--- src/rtl/sample_sequencer.sv ---
// rtl/sample_sequencer.sv - triangle-to-sample raster scheduler in front of sampletest
//
// Accepts one triangle plus its grid-snapped inclusive bounding box while idle,
// then walks every sample location of the box in raster order (x fastest, y
// ascending), one sample per cycle, with the captured triangle and colour held
// alongside it.
//
// Ports:
//   clk, rst          clock, synchronous active-high reset
//   tri_R13S          triangle vertices in  [VERTS][AXIS], signed
//   color_R13U        triangle colour in    [COLORS], unsigned
//   box_R13S          bounding box [0]=lower-left [1]=upper-right, [.][0]=x [.][1]=y
//   pitch_R13U        sample pitch (only with SUBSAMPLE_EN)
//   validTri_R13H     triangle/box valid
//   halt_R13H         high while walking; upstream must hold its inputs
//   hold_R16H         downstream pause, gates issue combinationally
//   tri_R16S          captured triangle, stable for the walk
//   color_R16U        captured colour, stable for the walk
//   sample_R16S       current sample (x,y)
//   validSamp_R16H    sample valid this cycle
//   last_R16H         final sample of the current triangle
//
// Optional feature macro: SUBSAMPLE_EN (programmable pitch; default is one
// sample per pixel and pitch_R13U is ignored).
module sample_sequencer #(
   parameter int SIGFIG = 24,
   parameter int RADIX  = 10,
   parameter int VERTS  = 3,
   parameter int AXIS   = 3,
   parameter int COLORS = 3
) (
   input  logic                     clk,
   input  logic                     rst,
   input  logic signed [SIGFIG-1:0] tri_R13S [VERTS][AXIS],
   input  logic        [SIGFIG-1:0] color_R13U [COLORS],
   input  logic signed [SIGFIG-1:0] box_R13S [2][2],
   input  logic        [SIGFIG-1:0] pitch_R13U,
   input  logic                     validTri_R13H,
   output logic                     halt_R13H,
   input  logic                     hold_R16H,
   output logic signed [SIGFIG-1:0] tri_R16S [VERTS][AXIS],
   output logic        [SIGFIG-1:0] color_R16U [COLORS],
   output logic signed [SIGFIG-1:0] sample_R16S [2],
   output logic                     validSamp_R16H,
   output logic                     last_R16H
);

   localparam logic [SIGFIG-1:0] PIX = SIGFIG'(1) << RADIX;

   typedef enum logic {IDLE, WALK} state_t;

   state_t                   state, state_nxt;
   logic signed [SIGFIG-1:0] ll_x, ur_x, ur_y, cur_x, cur_y;
   logic        [SIGFIG-1:0] pitch_q, pitch_in;
   // One extra bit so cur+P near the top of the range cannot wrap negative.
   logic signed [SIGFIG:0]   nx_x, nx_y, ur_xw, ur_yw;
   logic                     x_fits, y_fits, at_end, issue, box_degen;

`ifdef SUBSAMPLE_EN
   // A zero pitch would never advance; treat it as one pixel.
   assign pitch_in = (pitch_R13U == '0) ? PIX : pitch_R13U;
`else
   logic unused_pitch;
   assign pitch_in     = PIX;
   assign unused_pitch = ^pitch_R13U;
`endif

   assign nx_x   = {cur_x[SIGFIG-1], cur_x} + $signed({1'b0, pitch_q});
   assign nx_y   = {cur_y[SIGFIG-1], cur_y} + $signed({1'b0, pitch_q});
   assign ur_xw  = {ur_x[SIGFIG-1], ur_x};
   assign ur_yw  = {ur_y[SIGFIG-1], ur_y};
   assign x_fits = (nx_x <= ur_xw);
   assign y_fits = (nx_y <= ur_yw);
   assign at_end = !x_fits && !y_fits;

   assign box_degen = (box_R13S[0][0] > box_R13S[1][0]) ||
                      (box_R13S[0][1] > box_R13S[1][1]);

   assign issue = (state == WALK) && !hold_R16H;

   assign sample_R16S[0] = cur_x;
   assign sample_R16S[1] = cur_y;

   // State register
   always_ff @(posedge clk) begin
      if (rst) state <= IDLE;
      else     state <= state_nxt;
   end

   // Next-state logic
   always_comb begin
      state_nxt = state;
      case (state)
         IDLE: if (validTri_R13H && !box_degen) state_nxt = WALK;
         WALK: if (issue && at_end)              state_nxt = IDLE;
         default: state_nxt = IDLE;
      endcase
   end

   // Output logic
   always_comb begin
      halt_R13H      = (state == WALK);
      validSamp_R16H = issue;
      last_R16H      = issue && at_end;
   end

   // Capture and raster position datapath
   always_ff @(posedge clk) begin
      if (rst) begin
         for (int v = 0; v < VERTS; v++)
            for (int a = 0; a < AXIS; a++)
               tri_R16S[v][a] <= '0;
         for (int c = 0; c < COLORS; c++)
            color_R16U[c] <= '0;
         ll_x    <= '0;
         ur_x    <= '0;
         ur_y    <= '0;
         cur_x   <= '0;
         cur_y   <= '0;
         pitch_q <= PIX;
      end else begin
         case (state)
            IDLE: begin
               if (validTri_R13H) begin
                  tri_R16S   <= tri_R13S;
                  color_R16U <= color_R13U;
                  ll_x       <= box_R13S[0][0];
                  ur_x       <= box_R13S[1][0];
                  ur_y       <= box_R13S[1][1];
                  pitch_q    <= pitch_in;
                  if (!box_degen) begin
                     cur_x <= box_R13S[0][0];
                     cur_y <= box_R13S[0][1];
                  end
               end
            end
            WALK: begin
               if (issue) begin
                  if (x_fits) begin
                     cur_x <= nx_x[SIGFIG-1:0];
                  end else if (y_fits) begin
                     cur_x <= ll_x;
                     cur_y <= nx_y[SIGFIG-1:0];
                  end
               end
            end
            default: ;
         endcase
      end
   end

endmodule

--- config.mk ---
export PLATFORM = sky130hd
export DESIGN_NAME = sample_sequencer
export DESIGN_NICKNAME = d
export VERILOG_FILES = /design/src/rtl/sample_sequencer.sv
export SDC_FILE = /design/constraint.sdc
export NUM_CORES = 1
export LEC_CHECK = 0
export BUFFER_PORTS_ARGS = -buffer_cell sky130_fd_sc_hd__buf_2
export CORE_AREA = 2 2 296 298
export DETAILED_ROUTE_END_ITERATION = 16
export DIE_AREA = 0 0 298 300
export SLEW_MARGIN = 20
export SYNTH_ARGS = -nofsm -noshare
export SYNTH_HDL_FRONTEND = slang
export SYNTH_SLANG_ARGS = --single-unit
--- constraint.sdc ---
create_clock -name clk -period 11.8 [get_ports clk]
set_input_delay 2.36 -clock clk [delete_from_list [all_inputs] [get_ports clk]]
set_output_delay 2.36 -clock clk [all_outputs]
set_load 0.02 [all_outputs]
### Word-level counts from Yosys, hierarchy flattened

Index checks and enable logic that the tools add are counted.

* bits in registers: 409
* input port bits: 412
* output and inout port bits: 339
* word-level logic and storage cells: 58

* add/subtract/negate cells: 2
* $lt $le $gt $ge: 4
* equal/unequal tests: 6
* multiplexer cells: 15
* bitwise operators: 1
* reductions and logical operators: 12

Operators with widths (number)
* two-way mux 24 bit: 10
* one-hot mux 24 bit (2 select lines): 2
* adder 24 x 12 -> 25 bit (second input constant): 2
* less-or-equal comparator 25 x 24 -> 1 bit: 2
* greater-than comparator 24 bit: 2
* inequality test 2 bit (second input constant): 3
* AND reduction 5 bit: 1
* logical AND 1 bit: 4
* zero test 1 bit: 4
* inequality test 2 x 1 -> 1 bit (second input constant): 2
* AND reduction 4 bit: 1
* inequality test 3 x 1 -> 1 bit (second input constant): 1
* two-way mux 1 bit: 2
* one-hot mux 1 bit (2 select lines): 1
* AND reduction 2 bit: 1
* logical OR 1 bit: 1
* inverter 1 bit: 1

### Depth between registers and ports, before layout

* depth after elaboration: 7
* depth in mapped cells: 18
* depth with buffers taken out: 16

### Least setup slack after synthesis

No wires, ideal clock.

* path type: register to output
* start: reg cur_y[10]
* end: out last_R16H
* data arrival time: 3.357 ns
* required time: 9.440 ns
* slack: 6.083 ns
* cell stages (with the launch flop): 12
* buffers on the path: 0
* path through: dfxtp_1 -> ha_1 -> nand3_1 -> or2_2 -> xnor2_1 -> ha_1 -> nand4_1 -> or4_4 -> or4_1 -> a31o_1 -> o21ai_0 -> a21oi_1

* cells in the longest elaborated chain, start to end: 5

Ends and longest elaborated chain
* from (decl): RTL line 53 `logic signed [SIGFIG-1:0] ll_x, ur_x, ur_y, cur_x, cur_y;`
* from (signal assigned): RTL line 133 `cur_y <= box_R13S[0][1];`
* from (signal assigned): RTL line 143 `cur_y <= nx_y[SIGFIG-1:0];`
* adder 24 x 12 -> 25 bit: RTL line 69 `assign nx_y = {cur_y[SIGFIG-1], cur_y} + $signed({1'b0, pitch_q});`
* less-or-equal comparator 25 x 24 -> 1 bit: RTL line 73 `assign y_fits = (nx_y <= ur_yw);`
* zero test 1 bit: RTL line 74 `assign at_end = !x_fits && !y_fits;`
* logical AND 1 bit: RTL line 74
* logical AND 1 bit: RTL line 104 `last_R16H = issue && at_end;`
* to (decl): RTL line 45 `output logic last_R16H`

Every way passes these cells.

### Worst setup path after layout

Ends and elaborated chain as after synthesis.

==> impl_metrics.prom <==
# TYPE chip_impl_metric gauge
chip_impl_info{name="outcome",value="finished clean"} 1
chip_impl_metric{name="final_antenna_net_count",unit=""} 0
chip_impl_info{name="worst_path_most_repeated_cell",value="sky130_fd_sc_hd__ha_1"} 1
chip_impl_metric{name="number_of_global_route_vias_before_repair",unit=""} 16977
chip_impl_metric{name="cts_num_sinks",unit=""} 409
chip_impl_metric{name="grt_use_total",unit=""} 0.152
chip_impl_metric{name="drt-wirelength-per-cell",unit="um"} 17.5
chip_impl_metric{name="detail_route_met2_wl",unit="um"} 33800
chip_impl_info{name="rsz0062_at_grt",value="no"} 1
chip_impl_metric{name="synth_area_per_cell",unit="um^2"} 7.71
chip_impl_metric{name="post-cts-setup-buffers",unit=""} 0
chip_impl_metric{name="async_reset_ff_frac",unit=""} 0
chip_impl_metric{name="crit_fanout",unit=""} 5
chip_impl_metric{name="sequential_fraction_of_the_synthesis_area",unit=""} 0.464
chip_impl_metric{name="post_cts_resized",unit=""} 0
chip_impl_metric{name="required",unit="ns"} 9.44
chip_impl_metric{name="slew_headroom",unit=""} 0.180
chip_impl_metric{name="placeableCoreArea",unit="mm^2"} 0.0862
chip_impl_metric{name="cts.clk_slew.worst_paths",unit="ns"} 0.06
chip_impl_info{name="tritoncts",value="built"} 1
chip_impl_info{name="final_cell_mix",value="sky130_fd_sc_hd__nand2_1, sky130_fd_sc_hd__buf_2, sky130_fd_sc_hd__a21oi_1, sky130_fd_sc_hd__dfxtp_1, sky130_fd_sc_hd__inv_1"} 1
chip_impl_metric{name="drt_iter0_drc",unit=""} 1332
chip_impl_metric{name="static-leakage-power",unit="nW"} 11.1
chip_impl_metric{name="postRouteWirelength",unit="um"} 72300
chip_impl_metric{name="synth_edf_count",unit=""} 0
chip_impl_metric{name="deepest_level_of_the_cts_h_tree",unit=""} 2
chip_impl_info{name="worstSetupPathType",value="reg -> out"} 1
chip_impl_metric{name="drv.max_cap_violation_count",unit=""} 0
chip_impl_metric{name="chipHeight",unit="um"} 300
chip_impl_metric{name="dr.pass1.iters",unit=""} 5
chip_impl_metric{name="drive_gt1_frac",unit=""} 0.287
chip_impl_metric{name="worstSkewPairLatency",unit="ns"} 0.59
chip_impl_metric{name="design.die.area",unit="mm^2"} 0.0894
chip_impl_metric{name="synth-seq-cells",unit=""} 409
chip_impl_metric{name="post_synth_num_cell_types",unit=""} 58
chip_impl_metric{name="post-route-drc-count",unit=""} 0
chip_impl_metric{name="cts.hold.buffers_added",unit=""} 0
chip_impl_metric{name="fmax",unit="MHz"} 149
chip_impl_metric{name="final-setup-viol-count",unit=""} 0
chip_impl_metric{name="boundaryPins",unit=""} 751
chip_impl_info{name="crit_path_leading_delay_family",value="simple AND/OR/NAND/NOR gates"} 1
chip_impl_metric{name="route.vias.total",unit=""} 18063
chip_impl_metric{name="count_of_buffers_from_port_buffering",unit=""} 726
chip_impl_info{name="critical_path_startpoint_category",value="flop"} 1
chip_impl_metric{name="peakVddDrop",unit="mV"} 0.114
chip_impl_metric{name="post_placement_setup_slack",unit="ns"} 5.31
chip_impl_metric{name="antenna_violations_before_repair",unit=""} 34
chip_impl_info{name="critical_path.endpoint_type",value="output pin"} 1
chip_impl_metric{name="wirelength_met1",unit="um"} 30100
chip_impl_metric{name="finalWorstSetupSlack",unit="ns"} 5.09
chip_impl_info{name="highest-signal-layer",value="met5"} 1
chip_impl_metric{name="area_delta_synth_final",unit="%"} 35.5
chip_impl_info{name="main_flop_type_after_synthesis",value="sky130_fd_sc_hd__dfxtp_1"} 1
chip_impl_metric{name="fin_tns_setup",unit="ns"} 0
chip_impl_metric{name="viasPerCell",unit=""} 4.38
chip_impl_metric{name="timing.critical_path.arrival",unit="ns"} 4.35
chip_impl_info{name="cp_slowest_cell",value="sky130_fd_sc_hd__or4_4"} 1
chip_impl_metric{name="finalCriticalPeriod",unit="ns"} 6.71
chip_impl_metric{name="fin_worst_skew",unit="ns"} 0.0159
chip_impl_metric{name="place.gp.congestion",unit=""} 0.867
chip_impl_metric{name="final.fill_count",unit=""} 9585
chip_impl_info{name="path_cells",value="ha_1 -> nand3_1 -> or2_2 -> xnor2_1 -> ha_1 -> nand4_1 -> or4_4 -> or4_1 -> a31o_1 -> o21ai_0 -> a21oi_1 -> buf_2"} 1
chip_impl_metric{name="synth_area",unit="mm^2"} 0.0176
chip_impl_metric{name="slew_violations",unit=""} 0
chip_impl_metric{name="met3_wl_post_dr",unit="um"} 6320
chip_impl_metric{name="cts-buffers-inserted",unit=""} 49
chip_impl_metric{name="hold_viol_final",unit=""} 0
chip_impl_metric{name="critical_path.n_buffers_inverters",unit=""} 1
chip_impl_metric{name="final.period_utilization",unit=""} 0.568
chip_impl_metric{name="dpl.hpwl",unit="um"} 54100
chip_impl_metric{name="floorplan.die.width",unit="um"} 298
chip_impl_metric{name="synth.yosys.warnings",unit=""} 0
chip_impl_metric{name="initial_cell_density_of_the_core",unit=""} 0.205
chip_impl_info{name="cts_root_buffer",value="sky130_fd_sc_hd__clkbuf_16"} 1
chip_impl_metric{name="layout_net_count",unit=""} 3441
chip_impl_metric{name="p_per_area",unit="mW/mm^2"} 164
chip_impl_metric{name="fp-row-count",unit=""} 108
chip_impl_metric{name="cts-root-to-sink-buffers",unit=""} 3
chip_impl_info{name="worstHoldPathType",value="reg -> reg"} 1
chip_impl_metric{name="critical_path.max_stage_delay",unit="ns"} 0.59
chip_impl_metric{name="synth.net_count",unit=""} 2800
chip_impl_metric{name="grt_pass1_wl",unit="um"} 106000
chip_impl_metric{name="grt_start_max_net_pins",unit=""} 181
chip_impl_metric{name="grt.overflow.total",unit=""} 0
chip_impl_metric{name="tightestPinTransition",unit="ns"} 1.23
chip_impl_info{name="leading_cell_type_in_the_layout_fill_and_taps_excluded",value="sky130_fd_sc_hd__nand2_1"} 1
chip_impl_metric{name="gate_count_of_the_mapped_netlist",unit=""} 2288
-- sequential cells by signal, summed over array words and instances (netlist names) --
| register | count |
|---|---|
| ur_x | 24 |
| halt_R13H | 1 |
| cur_y | 24 |
| tri_R16S | 216 |
| cur_x | 24 |
| ur_y | 24 |
| ll_x | 24 |
| color_R16U | 72 |
-- metal layers --
metal / up-vias / global-route usage
met1: 8319 / 0.192
met4: 36 / 0.0410
met2: 638 / 0.252
met3: 146 / 0.0475
li1: 8924 / -
met5: - / 0
-- kinds of logic after synthesis --
family	synth area share
AO/OA/AOI/OAI	0.181
adder cells (fa/ha/maj)	0.0709
AND/OR/NAND/NOR	0.211
XOR/XNOR	0.0119
multiplexers	0.00624
buffers and inverters	0.0557
flip-flops	0.464
-- cell usage after synthesis (all sizes together) (14+ instances only) --
master / number / area (um^2)
a21oi: 412 / 2060
a31o: 16 / 140
clkbuf: 140 / 526
dfxtp: 409 / 8190
ha: 100 / 1250
inv: 103 / 387
nand2: 768 / 2880
nand3: 43 / 215
nand4: 21 / 131
nor2: 52 / 198
nor3: 21 / 110
o211ai: 14 / 105
o21ai: 24 / 120
xnor2: 16 / 140
-- power breakdown --
group	switching, mW	internal (mW)	total [mW]
Clock	0.635	0.888	1.52
Combinational	0.559	0.283	0.841
Sequential	0.0714	1.49	1.56
-- per-stage QoR --
step | cell area [um^2] | utilization | instances | power (mW) | hold slack (ns)
floorplan | 17600 | - | 2288 | 2.09 | 0.432
global placement | 22300 | 0.259 | 4033 | 2.42 | 0.438
detailed placement | 22300 | 0.259 | 4033 | 2.43 | 0.443
CTS | 23900 | 0.277 | 4122 | 3.98 | 0.451
global route | 23900 | 0.277 | 4124 | 4.11 | 0.468
finish | 23900 | 0.277 | 4126 | 3.92 | 0.449
-- worst min-delay path, cell delays in order, from the launching register on --
cell and delay [ns]:
sky130_fd_sc_hd__dfxtp_1 0.30, sky130_fd_sc_hd__nand2_1 0.05, sky130_fd_sc_hd__a21oi_1 0.05
-- layout make-up --
class	count	area, um^2	share of cell area
clock inverters	19	203	0.00848
repair buffers	743	3800	0.159
inverters	103	387	0.0162
multi-input cells	1623	8490	0.355
diodes	4	10.0	0.000419
well taps	1155	1450	0.0604
flip-flops and latches	409	8190	0.342
clock buffers	70	1400	0.0583
-- worst paths after layout --
check,startpoint,end,slack [ns],depth (start not counted)
worst max register to register,cur_x[10]$_SDFFE_PP0P_,cur_x[8]$_SDFFE_PP0P_,6.77,15
worst min-delay path,tri_R16S[21]$_SDFFE_PP0P_,tri_R16S[21]$_SDFFE_PP0P_,0.45,2
worst max-delay path,cur_y[10]$_SDFFE_PP0P_,last_R16H,5.09,12
worst min register to register,tri_R16S[21]$_SDFFE_PP0P_,tri_R16S[21]$_SDFFE_PP0P_,0.45,2
No activity file was read; power rests on OpenSTA's default activity.
